$ cat config.mk
export PLATFORM = sky130hd
export DESIGN_NAME = mem_arb_flat
export DESIGN_NICKNAME = d
export VERILOG_FILES = /design/src/rtl/mem_arb_pkg.sv /design/src/rtl/mem_arb_if.sv /design/src/rtl/mem_arb_pick.sv /design/src/rtl/mem_arb.sv /design/src/flat_wrapper.sv
export SDC_FILE = /design/constraint.sdc
export NUM_CORES = 1
export LEC_CHECK = 0
export BUFFER_PORTS_ARGS = -buffer_cell sky130_fd_sc_hd__buf_2
export CAP_MARGIN = 20
export CORE_MARGIN = 5
export CORE_UTILIZATION = 41
export DETAILED_ROUTE_END_ITERATION = 16
export GPL_TIMING_DRIVEN = 0
export PLACE_DENSITY = 0.78
export SETUP_SLACK_MARGIN = 0.02
export SLEW_MARGIN = 30
export SYNTH_ARGS = -nofsm -noshare
export SYNTH_HDL_FRONTEND = slang
export SYNTH_SLANG_ARGS = --single-unit
$ cat constraint.sdc
create_clock -name i_clk -period 2 [get_ports i_clk]
set_clock_uncertainty 0.2 [all_clocks]
set_input_delay 0.2 -clock i_clk [delete_from_list [all_inputs] [get_ports i_clk]]
set_output_delay 0.2 -clock i_clk [all_outputs]
set_load 0.02 [all_outputs]
$ cat src/rtl/mem_arb_pkg.sv
// Shared types and constants for the single-port memory arbiter.
package mem_arb_pkg;

  typedef enum logic [1:0] {
    IDLE = 2'd0,
    REQ  = 2'd1,
    WAIT = 2'd2
  } state_e;

  typedef enum logic {
    OWN_IF = 1'b0,
    OWN_D  = 1'b1
  } own_e;

  localparam logic [3:0] READ_MASK = 4'hF;
  // Wide enough for DSTREAK up to 15.
  localparam int         STREAK_W  = 4;

endpackage

$ cat src/rtl/mem_arb_if.sv
// Requester and memory-side signals of the arbiter, bundled for port lists.
interface mem_arb_if;

  // fetch requester
  logic        i_if_req;
  logic [31:0] i_if_addr;
  logic        o_if_rdy;
  logic        o_if_rvld;
  logic [31:0] o_if_rdata;
  // data requester
  logic        i_d_req;
  logic        i_d_we;
  logic [31:0] i_d_addr;
  logic [31:0] i_d_wdata;
  logic [3:0]  i_d_mask;
  logic        o_d_rdy;
  logic        o_d_rvld;
  logic [31:0] o_d_rdata;
  // memory port
  logic        o_mem_vld;
  logic        o_mem_we;
  logic [31:0] o_mem_addr;
  logic [31:0] o_mem_wdata;
  logic [3:0]  o_mem_mask;
  logic        i_mem_rdy;
  logic        i_mem_rvld;
  logic [31:0] i_mem_rdata;
  logic        o_busy;

  // Arbiter side.
  modport slave (
    input  i_if_req, i_if_addr,
    output o_if_rdy, o_if_rvld, o_if_rdata,
    input  i_d_req, i_d_we, i_d_addr, i_d_wdata, i_d_mask,
    output o_d_rdy, o_d_rvld, o_d_rdata,
    output o_mem_vld, o_mem_we, o_mem_addr, o_mem_wdata, o_mem_mask,
    input  i_mem_rdy, i_mem_rvld, i_mem_rdata,
    output o_busy
  );

  // Requesters plus memory, seen from outside the arbiter.
  modport master (
    output i_if_req, i_if_addr,
    input  o_if_rdy, o_if_rvld, o_if_rdata,
    output i_d_req, i_d_we, i_d_addr, i_d_wdata, i_d_mask,
    input  o_d_rdy, o_d_rvld, o_d_rdata,
    input  o_mem_vld, o_mem_we, o_mem_addr, o_mem_wdata, o_mem_mask,
    output i_mem_rdy, i_mem_rvld, i_mem_rdata,
    input  o_busy
  );

endinterface

$ cat src/rtl/mem_arb_pick.sv
// Winner select: data wins unless fetch is alone or has waited through
// DSTREAK consecutive data grants.
module mem_arb_pick
  import mem_arb_pkg::*;
#(
  parameter int DSTREAK = 4
) (
  input  logic i_clk,
  input  logic i_rst_n,
  input  logic i_idle,
  input  logic i_if_req,
  input  logic i_d_req,
  output logic o_gnt_if,
  output logic o_gnt_d
);

  logic [STREAK_W-1:0] streak_q, streak_d;
  logic                sat;

  assign sat      = (streak_q == STREAK_W'(DSTREAK));
  assign o_gnt_d  = i_idle && i_d_req && !(i_if_req && sat);
  assign o_gnt_if = i_idle && i_if_req && !o_gnt_d;

  // Streak counts data grants that starved a waiting fetch.
  always_comb begin
    streak_d = streak_q;
    if (i_idle) begin
      if (!i_if_req || o_gnt_if)
        streak_d = '0;
      else if (o_gnt_d && !sat)
        streak_d = streak_q + 1'b1;
    end
  end

  // Streak register.
  always_ff @(posedge i_clk or negedge i_rst_n) begin
    if (!i_rst_n) streak_q <= '0;
    else          streak_q <= streak_d;
  end

endmodule

$ cat src/rtl/mem_arb.sv
// Single-port memory arbiter: grants one requester, drives one transaction
// onto the memory port and routes the read response back to its owner.
module mem_arb
  import mem_arb_pkg::*;
#(
  parameter int DSTREAK = 4
) (
  input logic  i_clk,
  input logic  i_rst_n,
  mem_arb_if.slave bus
);

  state_e      state_q;
  own_e        own_q;
  logic        vld_q;
  logic        we_q;
  logic [31:0] addr_q;
  logic [31:0] wdata_q;
  logic [3:0]  mask_q;

  logic idle, gnt_if, gnt_d, rsp;

  assign idle = (state_q == IDLE);

  mem_arb_pick #(.DSTREAK(DSTREAK)) u_pick (
    .i_clk    (i_clk),
    .i_rst_n  (i_rst_n),
    .i_idle   (idle),
    .i_if_req (bus.i_if_req),
    .i_d_req  (bus.i_d_req),
    .o_gnt_if (gnt_if),
    .o_gnt_d  (gnt_d)
  );

  // FSM plus capture registers; memory-side outputs come straight from here.
  always_ff @(posedge i_clk or negedge i_rst_n) begin
    if (!i_rst_n) begin
      state_q <= IDLE;
      own_q   <= OWN_IF;
      vld_q   <= 1'b0;
      we_q    <= 1'b0;
      addr_q  <= '0;
      wdata_q <= '0;
      mask_q  <= '0;
    end else begin
      case (state_q)
        IDLE: begin
          if (gnt_d) begin
            state_q <= REQ;
            own_q   <= OWN_D;
            vld_q   <= 1'b1;
            we_q    <= bus.i_d_we;
            addr_q  <= {bus.i_d_addr[31:2], 2'b00};
            wdata_q <= bus.i_d_wdata;
            mask_q  <= bus.i_d_we ? bus.i_d_mask : READ_MASK;
          end else if (gnt_if) begin
            state_q <= REQ;
            own_q   <= OWN_IF;
            vld_q   <= 1'b1;
            we_q    <= 1'b0;
            addr_q  <= {bus.i_if_addr[31:2], 2'b00};
            wdata_q <= '0;
            mask_q  <= READ_MASK;
          end
        end
        REQ: begin
          // Writes complete on acceptance; reads wait for the response.
          if (bus.i_mem_rdy) begin
            vld_q   <= 1'b0;
            state_q <= we_q ? IDLE : WAIT;
          end
        end
        WAIT: begin
          if (bus.i_mem_rvld) state_q <= IDLE;
        end
        default: state_q <= IDLE;
      endcase
    end
  end

  // Response routing: rvld only counts while a read is outstanding.
  assign rsp            = (state_q == WAIT) && bus.i_mem_rvld;
  assign bus.o_if_rvld  = rsp && (own_q == OWN_IF);
  assign bus.o_d_rvld   = rsp && (own_q == OWN_D);
  assign bus.o_if_rdata = bus.o_if_rvld ? bus.i_mem_rdata : '0;
  assign bus.o_d_rdata  = bus.o_d_rvld  ? bus.i_mem_rdata : '0;

  assign bus.o_if_rdy    = gnt_if;
  assign bus.o_d_rdy     = gnt_d;
  assign bus.o_mem_vld   = vld_q;
  assign bus.o_mem_we    = we_q;
  assign bus.o_mem_addr  = addr_q;
  assign bus.o_mem_wdata = wdata_q;
  assign bus.o_mem_mask  = mask_q;
  assign bus.o_busy      = !idle;

endmodule
$ cat src/flat_wrapper.sv
// flat-port wrapper written by rule: the top's interface ports become plain ports
module mem_arb_flat import mem_arb_pkg::*;
#(
  parameter int DSTREAK = 4
)
  (i_clk, i_rst_n, bus_i_if_req, bus_i_if_addr, bus_o_if_rdy, bus_o_if_rvld, bus_o_if_rdata, bus_i_d_req, bus_i_d_we, bus_i_d_addr, bus_i_d_wdata, bus_i_d_mask, bus_o_d_rdy, bus_o_d_rvld, bus_o_d_rdata, bus_o_mem_vld, bus_o_mem_we, bus_o_mem_addr, bus_o_mem_wdata, bus_o_mem_mask, bus_i_mem_rdy, bus_i_mem_rvld, bus_i_mem_rdata, bus_o_busy);
  mem_arb_if bus_i ();
  input logic i_clk;
  input logic i_rst_n;
  input wire logic [$bits(bus_i.i_if_req)-1:0] bus_i_if_req;
  input wire logic [$bits(bus_i.i_if_addr)-1:0] bus_i_if_addr;
  output wire logic [$bits(bus_i.o_if_rdy)-1:0] bus_o_if_rdy;
  output wire logic [$bits(bus_i.o_if_rvld)-1:0] bus_o_if_rvld;
  output wire logic [$bits(bus_i.o_if_rdata)-1:0] bus_o_if_rdata;
  input wire logic [$bits(bus_i.i_d_req)-1:0] bus_i_d_req;
  input wire logic [$bits(bus_i.i_d_we)-1:0] bus_i_d_we;
  input wire logic [$bits(bus_i.i_d_addr)-1:0] bus_i_d_addr;
  input wire logic [$bits(bus_i.i_d_wdata)-1:0] bus_i_d_wdata;
  input wire logic [$bits(bus_i.i_d_mask)-1:0] bus_i_d_mask;
  output wire logic [$bits(bus_i.o_d_rdy)-1:0] bus_o_d_rdy;
  output wire logic [$bits(bus_i.o_d_rvld)-1:0] bus_o_d_rvld;
  output wire logic [$bits(bus_i.o_d_rdata)-1:0] bus_o_d_rdata;
  output wire logic [$bits(bus_i.o_mem_vld)-1:0] bus_o_mem_vld;
  output wire logic [$bits(bus_i.o_mem_we)-1:0] bus_o_mem_we;
  output wire logic [$bits(bus_i.o_mem_addr)-1:0] bus_o_mem_addr;
  output wire logic [$bits(bus_i.o_mem_wdata)-1:0] bus_o_mem_wdata;
  output wire logic [$bits(bus_i.o_mem_mask)-1:0] bus_o_mem_mask;
  input wire logic [$bits(bus_i.i_mem_rdy)-1:0] bus_i_mem_rdy;
  input wire logic [$bits(bus_i.i_mem_rvld)-1:0] bus_i_mem_rvld;
  input wire logic [$bits(bus_i.i_mem_rdata)-1:0] bus_i_mem_rdata;
  output wire logic [$bits(bus_i.o_busy)-1:0] bus_o_busy;
  assign bus_i.i_if_req = bus_i_if_req;
  assign bus_i.i_if_addr = bus_i_if_addr;
  assign bus_o_if_rdy = bus_i.o_if_rdy;
  assign bus_o_if_rvld = bus_i.o_if_rvld;
  assign bus_o_if_rdata = bus_i.o_if_rdata;
  assign bus_i.i_d_req = bus_i_d_req;
  assign bus_i.i_d_we = bus_i_d_we;
  assign bus_i.i_d_addr = bus_i_d_addr;
  assign bus_i.i_d_wdata = bus_i_d_wdata;
  assign bus_i.i_d_mask = bus_i_d_mask;
  assign bus_o_d_rdy = bus_i.o_d_rdy;
  assign bus_o_d_rvld = bus_i.o_d_rvld;
  assign bus_o_d_rdata = bus_i.o_d_rdata;
  assign bus_o_mem_vld = bus_i.o_mem_vld;
  assign bus_o_mem_we = bus_i.o_mem_we;
  assign bus_o_mem_addr = bus_i.o_mem_addr;
  assign bus_o_mem_wdata = bus_i.o_mem_wdata;
  assign bus_o_mem_mask = bus_i.o_mem_mask;
  assign bus_i.i_mem_rdy = bus_i_mem_rdy;
  assign bus_i.i_mem_rvld = bus_i_mem_rvld;
  assign bus_i.i_mem_rdata = bus_i_mem_rdata;
  assign bus_o_busy = bus_i.o_busy;
  mem_arb #(.DSTREAK(DSTREAK)) u_core (.i_clk(i_clk), .i_rst_n(i_rst_n), .bus(bus_i));
endmodule
==> impl_metrics.tcl <==
set metrics [dict create \
    ys_ff_latch 75 \
    start_util_pct 42.08 \
    cp-end-kind "primary output" \
    rsz0062_at_grt "true" \
    netlist_area_um2 3906 \
    die_area_um2 11580 \
    fmax_mhz 470.9 \
    yosysTopAreaCell "dfrtp_1" \
    leakage_uw 0.003633 \
    pre_cts_slack_ns -0.07921 \
    cts_buffers 9 \
    ant_nets 0 \
    synth-edff-count 0 \
    cp_common_cell "buf_6" \
    maxCapViolCount 0 \
    h-tree-depth 3 \
    p_int_uw 5024 \
    hpwl_um 11180 \
    finalCritPeriodShare_pct 106.2 \
    yosysUniqueCellTypes 38 \
    period_needed_ns 2.123 \
    vias 4345 \
    path_cells "buf_6 -> and4b_2 -> clkbuf_8 -> and2_1 -> buf_6" \
    grt_pass1_wl_um 25400 \
    clk_latency_ns 0.34 \
    first_iter_violations 283 \
    core_um2 9284 \
    die_y_um 107.6 \
    cts_root_buffer "clkbuf_8" \
    gp_congestion 0.9667 \
    setup_ws_ns -0.1234 \
    cp.required_ns 1.60 \
    firstDrtPassIters 4 \
    cts_tree "yes" \
    io_pins 278 \
    synthArstFlopShare_pct 100.0 \
    clkSinkCount 75 \
    status "finished with violations" \
    grt_usage_pct 28.22 \
    clkSlewWorstSetupHoldPaths_ns 0.08 \
    synth.area.top_cells "dfrtp_1 (48%), and2_1 (10%), a221o_1 (7.7%), a22o_1 (7.2%), and3_1 (5.0%)" \
    dpl.cell_count 747 \
    hold_viol 0 \
    final_core_utilization_pct 75.50 \
    start_kind "register" \
    violations "setup timing" \
    post-route-drc-count 0 \
    crit_slowest_cell "dfrtp_1" \
    ir_drop_v 0.0006758 \
    die_x_um 107.6 \
    drive_gt1_share_pct 60.71 \
    finalMaxSlewViolations 0 \
    via_per_inst 5.210 \
    yosys_warnings 0 \
    routedWlPerCell_um 20.65 \
    power.share.switching_pct 43.09 \
    cp.arrival_ns 1.72 \
    pwr_density_cell_nw_per_um2 1259 \
    power_switching_uw 3803 \
    synth.top_cell.area_share_pct 48.05 \
    rows 35 \
    postSynthCellCount 345 \
    syn2layout_area_growth_pct 79.44 \
    synth_top_flop_cell "dfrtp_1" \
    ys_seq_area_share_pct 48.05 \
    diodes 0 \
    clockBufferDepth 2 \
    comb_power_share_pct 57.7 \
    setup_viol 63 \
    seq_power_share_pct 29.8 \
    p_clk_share_pct 12.5 \
    nets 841 \
    crit_type "register to primary output" \
    cpPeakStageDelay_ns 0.38 \
    path_delay_family "simple AND/OR/NAND/NOR gates" \
    gr-total-overflow 0 \
    cp_max_fo 10 \
    antenna_found_initial 0 \
    finalNonFillerCells 834 \
    routed_wl_um 17230 \
    syn_avg_cell_area_um2 11.32 \
    crit_buf_inv 3 \
    grt_max_degree 41 \
    io_buffers 271 \
    hp-class "input pin to register" \
    grt_pass1_vias 4674 \
]
## what timing repair did
action                     4_1_cts  5_1_grt
setup buffers                   17       12
setup endpoints to repair       92      113
gates cloned                     2        1
hold buffers                    44        0
gates resized for setup        180       69
pin swaps                       19       18
hold endpoints to repair        76        0
## metrics by stage
stage                     setup TNS [ns]  instance area, um2  hold WS [ns]  power, uW
after global placement           -0.1184                5428        0.2025       6705
after CTS                         -4.326                6758      0.004267       8413
after floorplan                        0                3910       -0.2956       5314
after detailed placement         -0.2769                5450     -0.006597       6810
after global routing              -10.22                7009       0.01216       9297
final                             -4.302                7009       0.01752       8827
## routing by layer
metal  part of all wire, %  track usage [%]  wire length (um)
met5                     0                0                 0
met1                    38            34.16              6548
met2                    53            49.78              9069
met3                   6.6            5.339              1145
met4                   2.7            10.19               462
## kinds of logic (layout without fill, tap and decap cells)
kind of cell    Yosys count  count (layout)  synth area share (%)
compound gates           78              78                 17.87
fa+ha+maj                 2               2                0.6405
buf+inv                  43             402                 6.438
flops                    75              75                 48.05
other cells               1               2               0.09600
simple gates            146             146                 26.91
## flip-flops by register name (all words and copies together) (netlist names)
register / flops
u_core.bus.o_mem_mask: 4
u_core.bus.o_mem_we: 1
u_core.bus.o_mem_wdata: 32
u_core.bus.o_mem_addr: 30
u_core.own_q: 1
u_core.bus.o_mem_vld: 1
u_core.state_q: 2
u_core.u_pick.streak_q: 4
## cell usage after synthesis, types with 5 or more instances
library cell and number:
and2_1 65, clkbuf_1 8, nor3b_2 13, nor3b_1 17
inv_1 5, a221o_1 30, a22o_1 32, and3_1 31
dfrtp_1 75, buf_2 18, buf_6 8
## area by class of cell
| class | count | area [um2] |
|---|---|---|
| Buffer | 35 | 322.8 |
| Tap cell | 129 | 161.4 |
| Clock inverter | 5 | 36.28 |
| Fill cell | 608 | 2275 |
| Inverter | 7 | 28.78 |
| Multi-Input combinational cell | 228 | 1967 |
| Sequential cell | 75 | 1879 |
| Clock buffer | 11 | 151.4 |
| Timing Repair Buffer | 344 | 2462 |
## worst reg2reg max path: cells and delay by family, from the launching register on
kind	cells	cell delay [ns]
AOI/OAI and AO/OA	1	0.24
adders and majority gates	1	0.17
buffers and inverters	5	0.50
DFF	1	0.40
and+or+nand+nor	2	0.33
## worst paths after layout
kind	startpoint	endpoint	slack (ns)	cells after the start
max reg2reg	u_core.u_pick.streak_q[0]	u_core.bus.o_mem_wdata[22]	0.04	9
min reg2reg	u_core.bus.o_mem_wdata[4]	u_core.bus.o_mem_wdata[4]	0.31	1
min	bus_i_if_addr[23]	u_core.bus.o_mem_addr[23]	0.02	3
min in group asynchronous	i_rst_n	u_core.bus.o_mem_wdata[10]	0.16	2
max in group asynchronous	i_rst_n	u_core.own_q	0.85	3
max	u_core.state_q[0]	bus_o_d_rdata[25]	-0.12	5
## cell usage in the layout (no fill, tap or decap), types with 2 or more instances in the layout
cell           count
a21oi_1            2
a221o_1           30
a22o_1            32
and2_1            21
and2_4            44
and3_1            30
buf_12             2
buf_2            212
buf_4             28
buf_6             83
buf_8              3
clkbuf_1           3
clkbuf_4           2
clkbuf_8          13
clkinvlp_4         3
conb_1             2
dfrtp_1           73
dfrtp_2            2
dlygate4sd3_1     44
inv_1              5
nand2_1            4
nand3_1            2
nand4_1            2
nor3b_1            8
nor3b_2           22
o21ai_0            2
o22a_1             4
o31ai_1            2
## power groups by stage
| stage | clock network (uW) | logic, uW | registers, uW |
|---|---|---|---|
| finish | 1100 | 5090 | 2630 |
| global placement | 0 | 4090 | 2610 |
| global route | 1200 | 5400 | 2690 |
| floorplan | 0 | 1930 | 3390 |
| detailed placement | 0 | 4180 | 2630 |
| CTS | 1130 | 4680 | 2600 |
No activity file was read; power rests on OpenSTA's default activity.
